### src/rtl/vec_settle_timer.sv
// Settle down-counter (holds each vector for SETTLE cycles) and the run-budget
// up-counter that forces a timeout once MAX_CYCLES busy cycles have elapsed.
module vec_settle_timer #(
    parameter int SETTLE     = 2,
    parameter int MAX_CYCLES = 1000
) (
    input  logic clk,
    input  logic rst_n,
    input  logic load_settle,  // a new vector starts settling
    input  logic settle_en,    // FSM is in the settle state
    input  logic run_clear,    // a run is being accepted
    input  logic run_en,       // run in progress
    output logic settle_done,
    output logic budget_hit
);

    localparam int SW = (SETTLE > 1) ? $clog2(SETTLE) : 1;
    localparam int RW = (MAX_CYCLES > 1) ? $clog2(MAX_CYCLES + 1) : 1;

    localparam logic [SW-1:0] SETTLE_LOAD = SW'(SETTLE - 1);
    localparam logic [RW-1:0] RUN_LAST    = RW'(MAX_CYCLES - 1);
    localparam logic [RW-1:0] RUN_MAX     = RW'(MAX_CYCLES);

    logic [SW-1:0] settle_cnt_r;
    logic [RW-1:0] run_cnt_r;

    // Settle down-counter: loaded at each new vector, counts down to zero.
    always_ff @(posedge clk or negedge rst_n) begin
        if (!rst_n) begin
            settle_cnt_r <= {SW{1'b0}};
        end else if (load_settle) begin
            settle_cnt_r <= SETTLE_LOAD;
        end else if (settle_en && (settle_cnt_r != {SW{1'b0}})) begin
            settle_cnt_r <= settle_cnt_r - SW'(1);
        end else begin
            settle_cnt_r <= settle_cnt_r;
        end
    end

    // Run-budget counter: cleared on start, counts busy cycles, saturates.
    always_ff @(posedge clk or negedge rst_n) begin
        if (!rst_n) begin
            run_cnt_r <= {RW{1'b0}};
        end else if (run_clear) begin
            run_cnt_r <= {RW{1'b0}};
        end else if (run_en && (run_cnt_r < RUN_MAX)) begin
            run_cnt_r <= run_cnt_r + RW'(1);
        end else begin
            run_cnt_r <= run_cnt_r;
        end
    end

    // The last settle cycle is the one that sees a zero count.
    assign settle_done = settle_en && (settle_cnt_r == {SW{1'b0}});

    // Budget is hit on the edge at which the counter would reach MAX_CYCLES,
    // so the forced DONE lands exactly MAX_CYCLES edges after start.
    assign budget_hit = run_en && (run_cnt_r >= RUN_LAST);

endmodule

### config.mk
export PLATFORM = sky130hd
export DESIGN_NAME = vec_settle_timer
export DESIGN_NICKNAME = d
export VERILOG_FILES = /design/src/rtl/vec_settle_timer.sv
export SDC_FILE = /design/constraint.sdc
export NUM_CORES = 1
export LEC_CHECK = 0
export CORE_AREA = 2 2 39 41
export DETAILED_ROUTE_END_ITERATION = 7
export DIE_AREA = 0 0 41 43
export DONT_BUFFER_PORTS = 1
export GPL_TIMING_DRIVEN = 1
export SYNTH_ARGS = -nofsm -noshare
export SYNTH_HDL_FRONTEND = slang
export SYNTH_SLANG_ARGS = --single-unit
### constraint.sdc
create_clock -name clk -period 3.25 [get_ports clk]
set_input_delay 0.325 -clock clk [delete_from_list [all_inputs] [get_ports clk]]
set_output_delay 0.325 -clock clk [all_outputs]
set_load 0.01 [all_outputs]
# Word level (Yosys, flattened, before mapping)
# Index checks and enable logic that the tools add are counted.
# totals
ff_bits,11
# classes
n_bitwise,1
muxes,4
add_sub_neg,2
reduce_logical,6
order_cmp,2
# op_table
cell,count
two-way mux 10 bit,2
adder 10 x 1 -> 10 bit (second input constant),1
greater-or-equal comparator 10 bit (second input constant),1
less-than comparator 10 bit (second input constant),1
logical AND 1 bit,4
nonzero test 2 bit,2
two-way mux 1 bit,2
NOT 1 bit,1
subtractor 1 bit (second input constant),1

# Logic depth before layout (Yosys ltp)
# Gate-level depths: netlist (run 1).
# depth
ltp_word,4
depth_mapped,5
depth_no_buf,5

# Least setup slack after synthesis (run 1)
# No wires, ideal clock.
# synth_timing
path_kind,register to output
startpoint,register run_cnt_r[6]
endpoint,output budget_hit
required_ns,2.925
setup_slack_ns,1.865
stages_incl_launch_ff,4
n_path_buf,0
t_arrival_ns,1.060
path_cell_list,dfrtp_1 > and4_4 > nand2_2 > nor3b_1
# synth_between
elab_chain_len,2
# synth_lines
item,line,rtl
"start, declared",25,logic [RW-1:0] run_cnt_r;
"start signal, assigned",43,run_cnt_r <= {RW{1'b0}};
"start signal, assigned",45,run_cnt_r <= {RW{1'b0}};
"start signal, assigned",47,run_cnt_r <= run_cnt_r + RW'(1);
greater-or-equal comparator 10 bit,58,assign budget_hit = run_en && (run_cnt_r >= RUN_LAST);
logical AND 1 bit,58,
"end, declared",14,output logic budget_hit
# Every way passes these cells.

# Worst setup path after layout (run 1)
# layout_timing
startpoint,register run_cnt_r[5]
endpoint,output budget_hit
# Same word-level chain as after synthesis.

==> summary.md, run 1 <==
| Metric | Value |
|---|---|
| DRC Markers | 0 |
| Mux contribution to synthesized area | approximately 1.7% |
| Fmax | roughly 570 MHz |
| TritonCTS clock tree | yes |
| Final min period | 1.76 ns |
| Multi-input logic area | between 300 and 400 um2 |
| Resize count post-CTS | 0 |
| Simple-Gate Fraction of Synth Area | 21.9% |
| Setup_tns | 0 ns |
| Post-Syn Nets | 65 |
| Vias in the first global route | ~450 |
| Netlist cell types | 29 |
| Total die area | around 1800 um2 |
| Initial antenna violation count | 0 |
| Sw frac | 23.1% |
| Crit path max fanout | 5 |
| RSZ-0062 raised after global routing | false |
| Worst Path Arrival | 1.43 ns |
| Post-synth top cells | dfrtp_1 (11), nor2_1 (10) |
| Worst setup margin | between 1 and 1.5 ns |
| Synth Area in Compound Gates | between 20% and 30% |
| CTS root buf | clkbuf_4 |
| IO Port Bufs | 0 |
| Yosys top cell area share | a little under half |
| Routed WL per cell | 14.4 um |
| Sequential cell area | ~280 um2 |
| Total clock sinks | 11 |
| Total Nets Final | 70 |
| Grt ovf | 0 |
| DR pass1 iterations | 4 |
| Die Wd | ~41 um |
| Post-route cell area | ~650 um2 |
| Logic pwr share | 5.7% |
| Most numerous cell in the Yosys netlist | dfrtp_1 |
| Total I/O pin count | 8 |
| Area leader, netlist | dfrtp_1 |
| Post-CTS setup buffer count | 0 |
| CTS max path bufs | 2 |
| Placement Setup Slack | 1.78 ns |
| Vias per inst | a little under 6 |
| Top FF cell, synth | dfrtp_1 |
| EDFF count, synth | 0 |
| Synth Area in XOR/XNOR | 5.89% |
| Power per Cell Area | about 390 nW/um2 |
| Mapped cell area | between 500 and 600 um2 |
| Die Ht | about 43 um |
| Outcome | finished, final reports clean |
| CTS Buf Count | 3 |
| CTS Hold Bufs | 1 |
| Crit path capture type | output port |
| WP data required | 2.92 ns |
| Clock Latency Late Sink | between 0.2 and 0.3 ns |
| WHS | 0.110 ns |
| Int Power | just under 200 uW |
| Max-slew headroom | between 60% and 70% |
| Clock skew | approximately 0.0019 ns |
| Vias | ~460 |
| Post-route ant nets | 0 |
| Initial DRC count | 6 |
| Initial core utilization | 42.9% |
| Tightest Hold Check Type | input port to flip-flop |
| Final hold vios | 0 |
| Area growth syn-to-layout | 8.84% |
| Synthesized area per cell | 10.2 um2 |
| Adder-cell area share of the yosys netlist | ~2.1% |
| Filler instances | about 140 |
| Total Wirelength | 1130 um |
| Peak supply drop | roughly 0.19 mV |
| Asr flop ratio synth | 100% |
| NetSw | 58.5 uW |
| Core ar. | between 1000 and 1500 um2 |
| Final setup fails | 0 |
| Startpoint types | flip-flop |
| Clk slew on worst S/H paths | 0.07 ns |
| Top post-synthesis cells by area | dfrtp_1 (46%), nor2_1 (6.3%), o21bai_1 (3.8%) |
| Least-Margin Pin Slew | 0.485 ns |
| Final Max Tran Viols | 0 |
| Largest net degree at the start of global routing | 12 |
| Leak pwr | 0.000290 uW |
| Share of cells above drive strength 1 | ~13% |
| # H-tree levels | 1 |
| Clock share of power | between 30% and 40% |
| Sequential share of power | 56.9% |
| Antenna cells | 0 |
| Power Total | about 250 uW |
| Reported max-cap violation count | 0 |
| Post-DP HPWL | between 800 and 900 um |
| CP Class | flip-flop to output port |
| Final worst-path cycle share | between 50% and 60% |
| Cell Area, Placed | ~610 um2 |
| First-pass GRT wire length | 1900 um |
| Mapped Cells | 58 |
| Tot GR Track Use | 17.0% |
| Synth warn | 0 |
| Largest family of logic cells by synthesized area | simple AND/OR/NAND/NOR gates |
| Share of the yosys chip area belonging to registers | a little under half |
| Synthesized flop and latch total | 11 |
| Final GP Congestion | 0.826 |
| # rows | 14 |
==> layer usage <==
layer / global-route usage [%] / routed length [um] / vias up / part of all wire, %
met1: 20.9 / 489 / 226 / 43
met4: 12.0 / 27 / 0 / 2.4
met5: 0 / 0 / - / 0
met3: 4.71 / 36 / 4 / 3.2
li1: - / - / 220 / -
met2: 24.4 / 572 / 11 / 51
==> path summary, 6_finish.rpt <==
| kind | from | end | slack, ns | cells after the start |
|---|---|---|---|---|
| min reg2reg | settle_cnt_r$_DFFE_PN0P_ | settle_cnt_r$_DFFE_PN0P_ | 0.48 | 1 |
| min | run_clear | run_cnt_r[4]$_DFFE_PN0P_ | 0.11 | 1 |
| max in group asynchronous | rst_n | settle_cnt_r$_DFFE_PN0P_ | 2.48 | 1 |
| max reg2reg | run_cnt_r[0]$_DFFE_PN0P_ | run_cnt_r[8]$_DFFE_PN0P_ | 1.82 | 5 |
| min in group asynchronous | rst_n | run_cnt_r[9]$_DFFE_PN0P_ | 0.44 | 1 |
| max | run_cnt_r[5]$_DFFE_PN0P_ | budget_hit | 1.49 | 3 |
==> power by group through the flow <==
stage	clock, uW	combinational (uW)	sequential [uW]
after floorplan	0	11.0	146
after global placement	0	10.6	146
after detailed placement	0	11.2	147
after CTS	99.4	14.9	144
after global routing	105	16.8	144
final	94.8	14.3	144
==> worst max-delay path, cell delays in order (launching register included) <==
cell	delay, ns
dfrtp_1	0.43
and4_4	0.29
nand2_2	0.09
nor3b_1	0.35
==> kinds of logic after synthesis <==
logic type | Yosys count
flip-flops | 11
AND/OR/NAND/NOR | 23
buffers and inverters | 2
XOR/XNOR | 4
multiplexers | 1
adder cells (fa/ha/maj) | 1
AO/OA/AOI/OAI | 16
==> flip-flops by register name, indices dropped and copies added, names as in the netlist <==
name,count
run_cnt_r,10
settle_cnt_r,1
==> cell usage in the layout, fill, tap and decap left out <==
master	count
inv_1	1
a211oi_1	1
xnor2_1	2
o21bai_1	3
a31oi_1	3
dfrtp_1	11
nor2_1	10
a41o_1	1
and3_1	1
nand2_2	1
a21o_1	1
nand4_2	1
mux2i_1	1
nand2_1	1
o21ai_1	1
nor3b_1	1
dlygate4sd3_1	1
xor2_1	2
a211oi_4	1
and4_1	1
nand3_1	1
nand4_1	3
clkbuf_4	3
ha_1	1
a21oi_1	3
a31o_1	1
clkbuf_1	1
and4_4	1
and2_1	1
nand2b_1	1
o21ai_2	1
==> through the flow <==
stage	std cells	utilization (%)
final	78	46.7
after global routing	78	46.7
after global placement	73	44.1
after floorplan	58	-
after CTS	78	46.7
after detailed placement	73	44.1
==> area by class of cell <==
cell class                      count  area share (%)
Multi-Input combinational cell     45            48.2
Inverter                            1           0.580
Sequential cell                    11            42.6
Tap cell                           16            3.09
Timing Repair Buffer                1            1.55
Clock buffer                        4            4.06
Note: power is estimated with default switching activity, not from simulation.
==> run 2: changes to the inputs <==
==> constraint.sdc (replaced) <==
create_clock -name clk -period 1.6 [get_ports clk]
set_input_delay 0.16 -clock clk [delete_from_list [all_inputs] [get_ports clk]]
set_output_delay 0.16 -clock clk [all_outputs]
set_load 0.01 [all_outputs]
==> summary.md, run 2 (same netlist as run 1, synthesis figures left out) <==
| Metric | Value |
|---|---|
| Outcome | finished, final reports clean |
| Initial core utilization | 42.9% (unchanged) |
| Share of cells above drive strength 1 | 22.1% (+9.2 points) |
| Total Nets Final | 76 (+8.6%) |
| Die Wd | 41 um (unchanged) |
| Total die area | 1760 um2 (unchanged) |
| Clk slew on worst S/H paths | 0.07 ns (about the same) |
| Crit path capture type | output port |
| Area growth syn-to-layout | 19.4% |
| Power per Cell Area | 743 nW/um2 (+90%) |
| Leading cell type in the layout, fill and taps excluded | dfrtp_1 |
| Clock Latency Late Sink | 0.28 ns (about the same) |
| R2R setup slack | 0.22 ns (-1.60 ns) |
| Max reg flops | 10 (unchanged) |
| Worst Hold Endpoint | run_cnt_r[3]$_DFFE_PN0P_ |
| First-pass GRT wire length | 2150 um (+13%) |
| DR pass1 iterations | 4 (unchanged) |
| CTS root buf | clkbuf_4 |
| Post-Layout Cell Count | 84 (+7.7%) |
| Worst Path Arrival | 1.36 ns (-0.07 ns) |
| Most frequent cells in the layout | dfrtp_1 (11), nor2_1 (10), buf_4 (4) |
| Startpoint types | flip-flop |
| Total I/O pin count | 8 (unchanged) |
| CP Class | flip-flop to output port |
| Placement Setup Slack | 0.233 ns (-1.54 ns) |
| Final Util | 51.3% (+4.5 points) |
| Setup_tns | 0 ns (unchanged) |
| Grt ovf | 0 (unchanged) |
| Die Ht | 43 um (unchanged) |
| Final worst-path cycle share | 95.1% |
| Max-slew headroom | 65.4% (-2.2 points) |
| CTS max path bufs | 2 (unchanged) |
| # rows | 14 (unchanged) |
| Final Max Tran Viols | 0 (unchanged) |
| Crit path max fanout | 5 (unchanged) |
| Antenna cells | 0 (unchanged) |
| Reg2reg end | run_cnt_r[8]$_DFFE_PN0P_ |
| Initial antenna violation count | 0 (unchanged) |
| Top reg by flops | run_cnt_r |
| Worst Min Path Start | run_clear |
| Final GP Congestion | 0.848 (+2.7%) |
| Vias per inst | 5.71 (-3.3%) |
| Post-route cell area | 709 um2 (+9.7%) |
| Hold Path Stages | 2 (+1) |
| Fmax | 657 MHz |
| Tightest Hold Check Type | input port to flip-flop |
| Final setup fails | 0 (unchanged) |
| IO Port Bufs | 0 (unchanged) |
| Reported max-cap violation count | 0 (unchanged) |
| Total clock sinks | 11 (unchanged) |
| Post-route ant nets | 0 (unchanged) |
| Initial DRC count | 8 (+2) |
| Peak supply drop | 0.571 mV (+200%) |
| # H-tree levels | 1 (unchanged) |
| Final min period | 1.52 ns |
| Vias | 480 (+4.1%) |
| CTS Buf Count | 3 (unchanged) |
| RSZ-0062 raised after global routing | false |
| WP data required | 1.44 ns (-1.48 ns) |
| Cell Area, Placed | 618 um2 (+1.2%) |
| Worst setup margin | 0.0777 ns (-1.42 ns) |
| DRC Markers | 0 (unchanged) |
| R2R Path Start | run_cnt_r[0]$_DFFE_PN0P_ |
| Critical Path Source | run_cnt_r[8]$_DFFE_PN0P_ |
| Core ar. | 1380 um2 (unchanged) |
| TritonCTS clock tree | yes |
| Least-Margin Pin Slew | 0.518 ns (+0.0332 ns) |
| Tot GR Track Use | 19.2% (+2.2 points) |
| Cell count after placement | 74 (+1.4%) |
| Largest net degree at the start of global routing | 12 (unchanged) |
| Largest regs | run_cnt_r (10), settle_cnt_r (1) |
| Clock skew | 0.00375 ns (+0.00187 ns) |
| Leak pwr | 0.000319 uW (+10%) |
| Total Wirelength | 1250 um (+11%) |
| R2R depth | 5 (unchanged) |
| Routed WL per cell | 14.8 um (+2.7%) |
| Post-DP HPWL | 831 um (-1.2%) |
| Final hold vios | 0 (unchanged) |
| Vias in the first global route | 466 (+4.7%) |
==> run 2: cell type report <==
type / instances / area [um2]
Fill cell: 125 / 674
Multi-Input combinational cell: 45 / 324
Sequential cell: 11 / 275
Timing Repair Buffer: 7 / 60.1
Clock buffer: 4 / 26.3
Tap cell: 16 / 20.0
Inverter: 1 / 3.75
==> run 2: routing by layer <==
layer  GRT usage (%)  share of wire, %
met1            23.4                42
met4            16.0               3.9
met3            5.24               4.2
met5               0                 0
met2            26.6                50
==> run 2: metrics by stage <==
stage          hold WS (ns)  power [uW]
2_1_floorplan        -0.136         318
3_3_place_gp         -0.135         319
3_5_place_dp         -0.135         319
4_1_cts              0.0191         528
5_1_grt              0.0161         551
6_report             0.0202         527
==> run 2: what timing repair did <==
| item | 4_1_cts | 5_1_grt |
|---|---|---|
| buffers inserted | 3 | 0 |
| setup endpoints to repair | 1 | 1 |
| hold endpoints to repair | 18 | 0 |
| hold buffers | 3 | 0 |
| gates resized for setup | 2 | 1 |
| pin swaps | 0 | 1 |
==> run 2: worst max-delay path: stages (launching register included) <==
cell     delay [ns]
dfrtp_1        0.40
and4_4         0.29
nand2_2        0.09
nor3b_2        0.16
buf_4          0.14
==> run 2: worst max-delay path by stage <==
stage | slack [ns] | end
after floorplan | 0.32 | run_cnt_r[8]$_DFFE_PN0P_
after global placement | 0.23 | budget_hit
after detailed placement | 0.23 | run_cnt_r[8]$_DFFE_PN0P_
after CTS | 0.04 | budget_hit
after global routing | 0.03 | budget_hit
final | 0.08 | budget_hit
==> run 2: report_power, final <==
group,internal [uW],total [uW],switching [uW]
Combinational,17.5,35.6,18.1
Clock,96.8,200,103
Sequential,285,292,7.11
Total,399,527,128
